[src/rtl/ps2_key_decoder.sv]
// PS/2 keyboard receiver: conditions the raw line, frames bytes and resolves set-2 E0/F0 prefixes.
// Optional parity enforcement is enabled by defining PS2_PARITY_CHECK_EN.
module ps2_key_decoder #(
   parameter int unsigned CLK_HZ     = 50_000_000,
   parameter int unsigned TIMEOUT_US = 200,
   parameter int unsigned FILTER_LEN = 8
) (
   input  logic       clk,
   input  logic       reset,
   input  logic       ps2_clk,
   input  logic       ps2_data,
   output logic       pressed,
   output logic [7:0] code,
   output logic       extended,
   output logic       key_valid,
   output logic       frame_err
);

   localparam int unsigned ToLimit = CLK_HZ / 1_000_000 * TIMEOUT_US;
   localparam int unsigned ToW     = $clog2(ToLimit) + 1;
   localparam int unsigned FcW     = $clog2(FILTER_LEN) + 1;

   typedef enum logic [2:0] {StIdle, StRecv, StParity, StStop, StDecode} state_e;

   logic           clk_meta_q, clk_sync_q, data_meta_q, data_sync_q;
   logic           filt_q, filt_d;
   logic [FcW-1:0] fcnt_q, fcnt_d;
   logic           fall;

   state_e         state_q, state_d;
   logic [2:0]     bitcnt_q, bitcnt_d;
   logic [7:0]     sr_q, sr_d;
   logic           ext_q, ext_d, brk_q, brk_d;
   logic [ToW-1:0] tcnt_q, tcnt_d;
   logic           pressed_q, pressed_d, extended_q, extended_d, key_valid_q, key_valid_d;
   logic [7:0]     code_q, code_d;
   logic           accept;
`ifdef PS2_PARITY_CHECK_EN
   logic           par_q, par_d;
`endif

   // Keyboard status/ack bytes that carry no key meaning when no prefix is pending.
   function automatic logic is_ctrl(input logic [7:0] b);
      return (b == 8'hAA) || (b == 8'hFA) || (b == 8'hFE) || (b == 8'hEE) ||
             (b == 8'h00) || (b == 8'hFF);
   endfunction

   always_comb begin
      filt_d = filt_q;
      fcnt_d = '0;
      if (clk_sync_q != filt_q) begin
         if (fcnt_q == FcW'(FILTER_LEN - 1)) filt_d = clk_sync_q;
         else                                fcnt_d = fcnt_q + 1'b1;
      end
   end

   assign fall = filt_q & ~filt_d;

   always_comb begin
      state_d     = state_q;
      bitcnt_d    = bitcnt_q;
      sr_d        = sr_q;
      ext_d       = ext_q;
      brk_d       = brk_q;
      tcnt_d      = '0;
      pressed_d   = pressed_q;
      code_d      = code_q;
      extended_d  = extended_q;
      key_valid_d = 1'b0;
      frame_err   = 1'b0;
      accept      = 1'b0;
`ifdef PS2_PARITY_CHECK_EN
      par_d       = par_q;
`endif

      unique case (state_q)
         StIdle: begin
            if (fall && !data_sync_q) begin
               state_d  = StRecv;
               bitcnt_d = '0;
               sr_d     = '0;
            end
         end
         StRecv: begin
            if (fall) begin
               sr_d     = {data_sync_q, sr_q[7:1]};
               bitcnt_d = bitcnt_q + 3'd1;
               if (bitcnt_q == 3'd7) state_d = StParity;
            end
         end
         StParity: begin
            if (fall) begin
`ifdef PS2_PARITY_CHECK_EN
               par_d = data_sync_q;
`endif
               state_d = StStop;
            end
         end
         StStop: begin
            if (fall) begin
               if (!data_sync_q) begin
                  frame_err = 1'b1;
                  state_d   = StIdle;
                  sr_d      = '0;
`ifdef PS2_PARITY_CHECK_EN
               end else if (^{sr_q, par_q} != 1'b1) begin
                  frame_err = 1'b1;
                  state_d   = StIdle;
                  sr_d      = '0;
`endif
               end else begin
                  accept  = 1'b1;
                  state_d = StDecode;
               end
            end
         end
         StDecode: state_d = StIdle;
         default:  state_d = StIdle;
      endcase

      // Edge has priority: a fall in the same cycle as the limit restarts the count.
      if (state_q inside {StRecv, StParity, StStop} && !fall) begin
         if (tcnt_q == ToW'(ToLimit - 1)) begin
            frame_err = 1'b1;
            state_d   = StIdle;
            sr_d      = '0;
         end else begin
            tcnt_d = tcnt_q + 1'b1;
         end
      end

      // Decode is registered on entry to StDecode so key_valid shows during that cycle.
      if (accept) begin
         if (sr_q == 8'hE0) begin
            ext_d = 1'b1;
         end else if (sr_q == 8'hF0) begin
            brk_d = 1'b1;
         end else if (!(is_ctrl(sr_q) && !ext_q && !brk_q)) begin
            code_d      = sr_q;
            pressed_d   = ~brk_q;
            extended_d  = ext_q;
            key_valid_d = 1'b1;
            ext_d       = 1'b0;
            brk_d       = 1'b0;
         end
      end
   end

   always_ff @(posedge clk) begin
      if (reset) begin
         clk_meta_q  <= 1'b1;
         clk_sync_q  <= 1'b1;
         data_meta_q <= 1'b1;
         data_sync_q <= 1'b1;
         filt_q      <= 1'b1;
         fcnt_q      <= '0;
         state_q     <= StIdle;
         bitcnt_q    <= '0;
         sr_q        <= '0;
         ext_q       <= 1'b0;
         brk_q       <= 1'b0;
         tcnt_q      <= '0;
         pressed_q   <= 1'b0;
         code_q      <= 8'h00;
         extended_q  <= 1'b0;
         key_valid_q <= 1'b0;
`ifdef PS2_PARITY_CHECK_EN
         par_q       <= 1'b0;
`endif
      end else begin
         clk_meta_q  <= ps2_clk;
         clk_sync_q  <= clk_meta_q;
         data_meta_q <= ps2_data;
         data_sync_q <= data_meta_q;
         filt_q      <= filt_d;
         fcnt_q      <= fcnt_d;
         state_q     <= state_d;
         bitcnt_q    <= bitcnt_d;
         sr_q        <= sr_d;
         ext_q       <= ext_d;
         brk_q       <= brk_d;
         tcnt_q      <= tcnt_d;
         pressed_q   <= pressed_d;
         code_q      <= code_d;
         extended_q  <= extended_d;
         key_valid_q <= key_valid_d;
`ifdef PS2_PARITY_CHECK_EN
         par_q       <= par_d;
`endif
      end
   end

   assign pressed   = pressed_q;
   assign code      = code_q;
   assign extended  = extended_q;
   assign key_valid = key_valid_q;

endmodule

[config.mk]
export PLATFORM = sky130hd
export DESIGN_NAME = ps2_key_decoder
export DESIGN_NICKNAME = d
export VERILOG_FILES = /design/src/rtl/ps2_key_decoder.sv
export SDC_FILE = /design/constraint.sdc
export NUM_CORES = 1
export LEC_CHECK = 0
export BUFFER_PORTS_ARGS = -buffer_cell sky130_fd_sc_hd__buf_2
export CORE_MARGIN = 3
export CORE_UTILIZATION = 48
export CTS_BUF_LIST = sky130_fd_sc_hd__clkbuf_4 sky130_fd_sc_hd__clkbuf_8
export CTS_CLUSTER_SIZE = 25
export DETAILED_ROUTE_END_ITERATION = 6
export GPL_TIMING_DRIVEN = 0
export HOLD_SLACK_MARGIN = 0.15
export PLACE_DENSITY_LB_ADDON = 0.05
export SYNTH_ARGS = -nofsm -noshare
export SYNTH_HDL_FRONTEND = slang
export SYNTH_SLANG_ARGS = --single-unit
[constraint.sdc]
create_clock -name clk -period 4.79 [get_ports clk]
set_input_delay 0.958 -clock clk [delete_from_list [all_inputs] [get_ports clk]]
set_output_delay 0.958 -clock clk [all_outputs]
set_load 0.01 [all_outputs]
==> run metrics <==
status=finished clean; top-level I/O count=16; Final Power=around 690 uW; initial core utilization=0.508; post-route ant nets=0; Max Cap Viol=0; hpwl dp=2780 um; Worst Hold Class=reg -> reg; Post-Syn Instances=~240; Crit path arrival time=2.13 ns; Placer Congestion=just over 0.7; initial antenna violation count=0; syn_area_per_cell=slightly above 9 um^2; clock latency on the worst-skew pair=0.30 ns; Core ar.=about 0.0044 mm^2; max incr delay on CP=0.56 ns; critical path fanouts, max=5; WP depth=6; first-pass GRT wire length=6420 um; crit path launch type=flop; Buffers & Inverters on Critical Path=1; final core utilization=0.559; r2r endpoint=code[2]; Layout fillers=between 400 and 500; CP Data Required Time=3.83 ns; IO Port Bufs=15; largest net degree at the start of global routing=15; Max Slew Vio Count=0; 1st-pass router iterations=4; leakage power=approximately 0.87 nW; Layout Nets=roughly 270; Max VDD drop=178 uV; fin crit share=0.646; Finished Layout Cells=317; Final min period=3.09 ns; PD cells=277 mW/mm^2; Worst-Margin Slew=roughly 0.47 ns; Syn. warnings=0; Setup Skew=0.00524 ns; detailed-route via count=approximately 1.6k; Crit-path slowest cell=or4b_4; synthesized area=between 0.002 and 0.0025 mm^2; max frequency=323 MHz; CP endpoint kind=output port; Setup TNS=0 ns; worst path cell trace=or4b_4 -> nor4b_4 -> and2_1 -> o21ai_0 -> a21oi_1 -> buf_2; DRC Markers=0; total placed cells including tap cells=~310; Max clock buf depth=2; most frequent cells after synthesis=dfxtp_1 (51), nor2_1 (39), nand2b_1 (17); critical path endpoint=frame_err; std cell rows=24; crit path from=tcnt_q[4]; CTS buffer count=5; hold_buf cts=0; count of cell types in the netlist=between 40 and 50; # Post-CTS Setup Buffers=0; WL per Instance=around 12 um; first-iteration detailed-routing DRC count=88; number of synthesized flops with an enable pin=0; syn_nets=250; async set-or-reset flop fraction in the synthesized netlist=0; post-CTS resize count=0; share of cells above drive strength 1=0.155; Relative slew margins=0.684; total wire length=about 3800 um; global route total overflow=0; final hold violation count=0; Synth top area share=0.453; die boundary height=74.6 um; Worst Reg-to-Reg Cells=7; endpoints failing setup=0; number of diodes=0; #FFs+latches synth=51; vias in the first global route=roughly 1.5k; die width=74.6 um; RSZ-0062 raised after global routing=false; critical path's top delay family=simple AND/OR/NAND/NOR gates; mean number of vias per cell=between 5 and 6; Main synth FF type=dfxtp_1; total global-route track usage=0.149; H-tree levels=2; reg2reg setup slack=between 2 and 3 ns; die area=about 0.0056 mm^2; most common cell in the netlist=dfxtp_1; Layout area overhead=10.1%; Crit Reg-Reg Startpoint=fcnt_q[0]; CTS clk-pin slew, worst paths=about 0.090 ns; Clock Sinks=51; TritonCTS clock tree=done; CTS root buf=clkbuf_8; post-synthesis sequential area ratio=0.453; kind of critical path=reg -> out; synth top area cells=dfxtp_1 (45%), nor2_1 (6.5%), mux2i_1 (4.9%); largest area contributor in the netlist=dfxtp_1
[cell type report]
class | instances | area [um^2] | share of cell area
Multi-Input combinational cell | 173 | 1140 | 0.460
Sequential cell | 51 | 1020 | 0.411
Clock buffer | 7 | 83.8 | 0.0337
Timing Repair Buffer | 15 | 75.1 | 0.0302
Tap cell | 52 | 65.1 | 0.0262
Buffer | 10 | 61.3 | 0.0247
Inverter | 8 | 30.0 | 0.0121
Clock inverter | 1 | 5.00 | 0.00201
[through the flow]
| step | hold WS (ns) | worst slack, ns | cell area, um^2 |
|---|---|---|---|
| 2_1_floorplan | 0.389 | 2.22 | 2260 |
| 3_3_place_gp | 0.392 | 2.03 | 2400 |
| 3_5_place_dp | 0.397 | 2.02 | 2400 |
| 4_1_cts | 0.422 | 1.67 | 2480 |
| 5_1_grt | 0.431 | 1.56 | 2480 |
| 6_report | 0.421 | 1.70 | 2480 |
[state kept, by name, indices dropped and copies added, names as in the netlist]
| register | flops |
|---|---|
| clk_meta_q | 1 |
| bitcnt_q | 3 |
| tcnt_q | 15 |
| code | 8 |
| filt_q | 1 |
| extended | 1 |
| pressed | 1 |
| data_meta_q | 1 |
| clk_sync_q | 1 |
| ext_q | 1 |
| sr_q | 8 |
| fcnt_q | 4 |
| brk_q | 1 |
| key_valid | 1 |
| data_sync_q | 1 |
| state_q | 3 |
[report_power, final]
| group | switching (mW) | total [mW] | internal [mW] |
|---|---|---|---|
| sequential | 0.00179 | 0.428 | 0.426 |
| combinational | 0.00753 | 0.0148 | 0.00727 |
| clock | 0.131 | 0.245 | 0.114 |
[cells in the final DEF (no fill, tap or decap), drive strengths merged, types with 3 or more instances in the layout]
cell    netlist  routed
dfxtp        51      51
nor2         39      39
buf           5      20
nand2b       17      17
nand3        13      13
clkbuf        5      12
mux2i        11      11
xor2          9       9
nor3          9       9
inv           8       8
a21oi         8       8
xnor2         8       8
a22oi         7       7
o21ai         5       5
nand2         5       5
or2           5       5
ha            4       4
nand4         3       3
nor2b         3       3
or4           3       3
[per-layer routing]
layer	vias to the layer above	wire length [um]	track usage
li1	871	-	-
met1	757	1990	0.199
met2	16	1640	0.228
met3	5	104	0.0405
met4	0	50	0.0593
met5	-	0	0
[logic make-up after synthesis]
kind of cell / after synthesis / synth area share
xor+xnor: 17 / 0.0660
buf+inv: 18 / 0.0405
flops: 51 / 0.453
compound gates: 28 / 0.0826
simple gates: 112 / 0.283
mux: 11 / 0.0488
fa+ha+maj: 5 / 0.0266
[how the worst min path moves through the flow]
stage	from	endpoint	depth (start not counted)
after global routing	data_meta_q	data_sync_q	1
after detailed placement	data_meta_q	data_sync_q	1
after floorplan	clk_meta_q	clk_sync_q	1
after global placement	clk_meta_q	clk_sync_q	1
after CTS	data_meta_q	data_sync_q	1
final	data_meta_q	data_sync_q	1
Power figures use the tool's default switching activity.
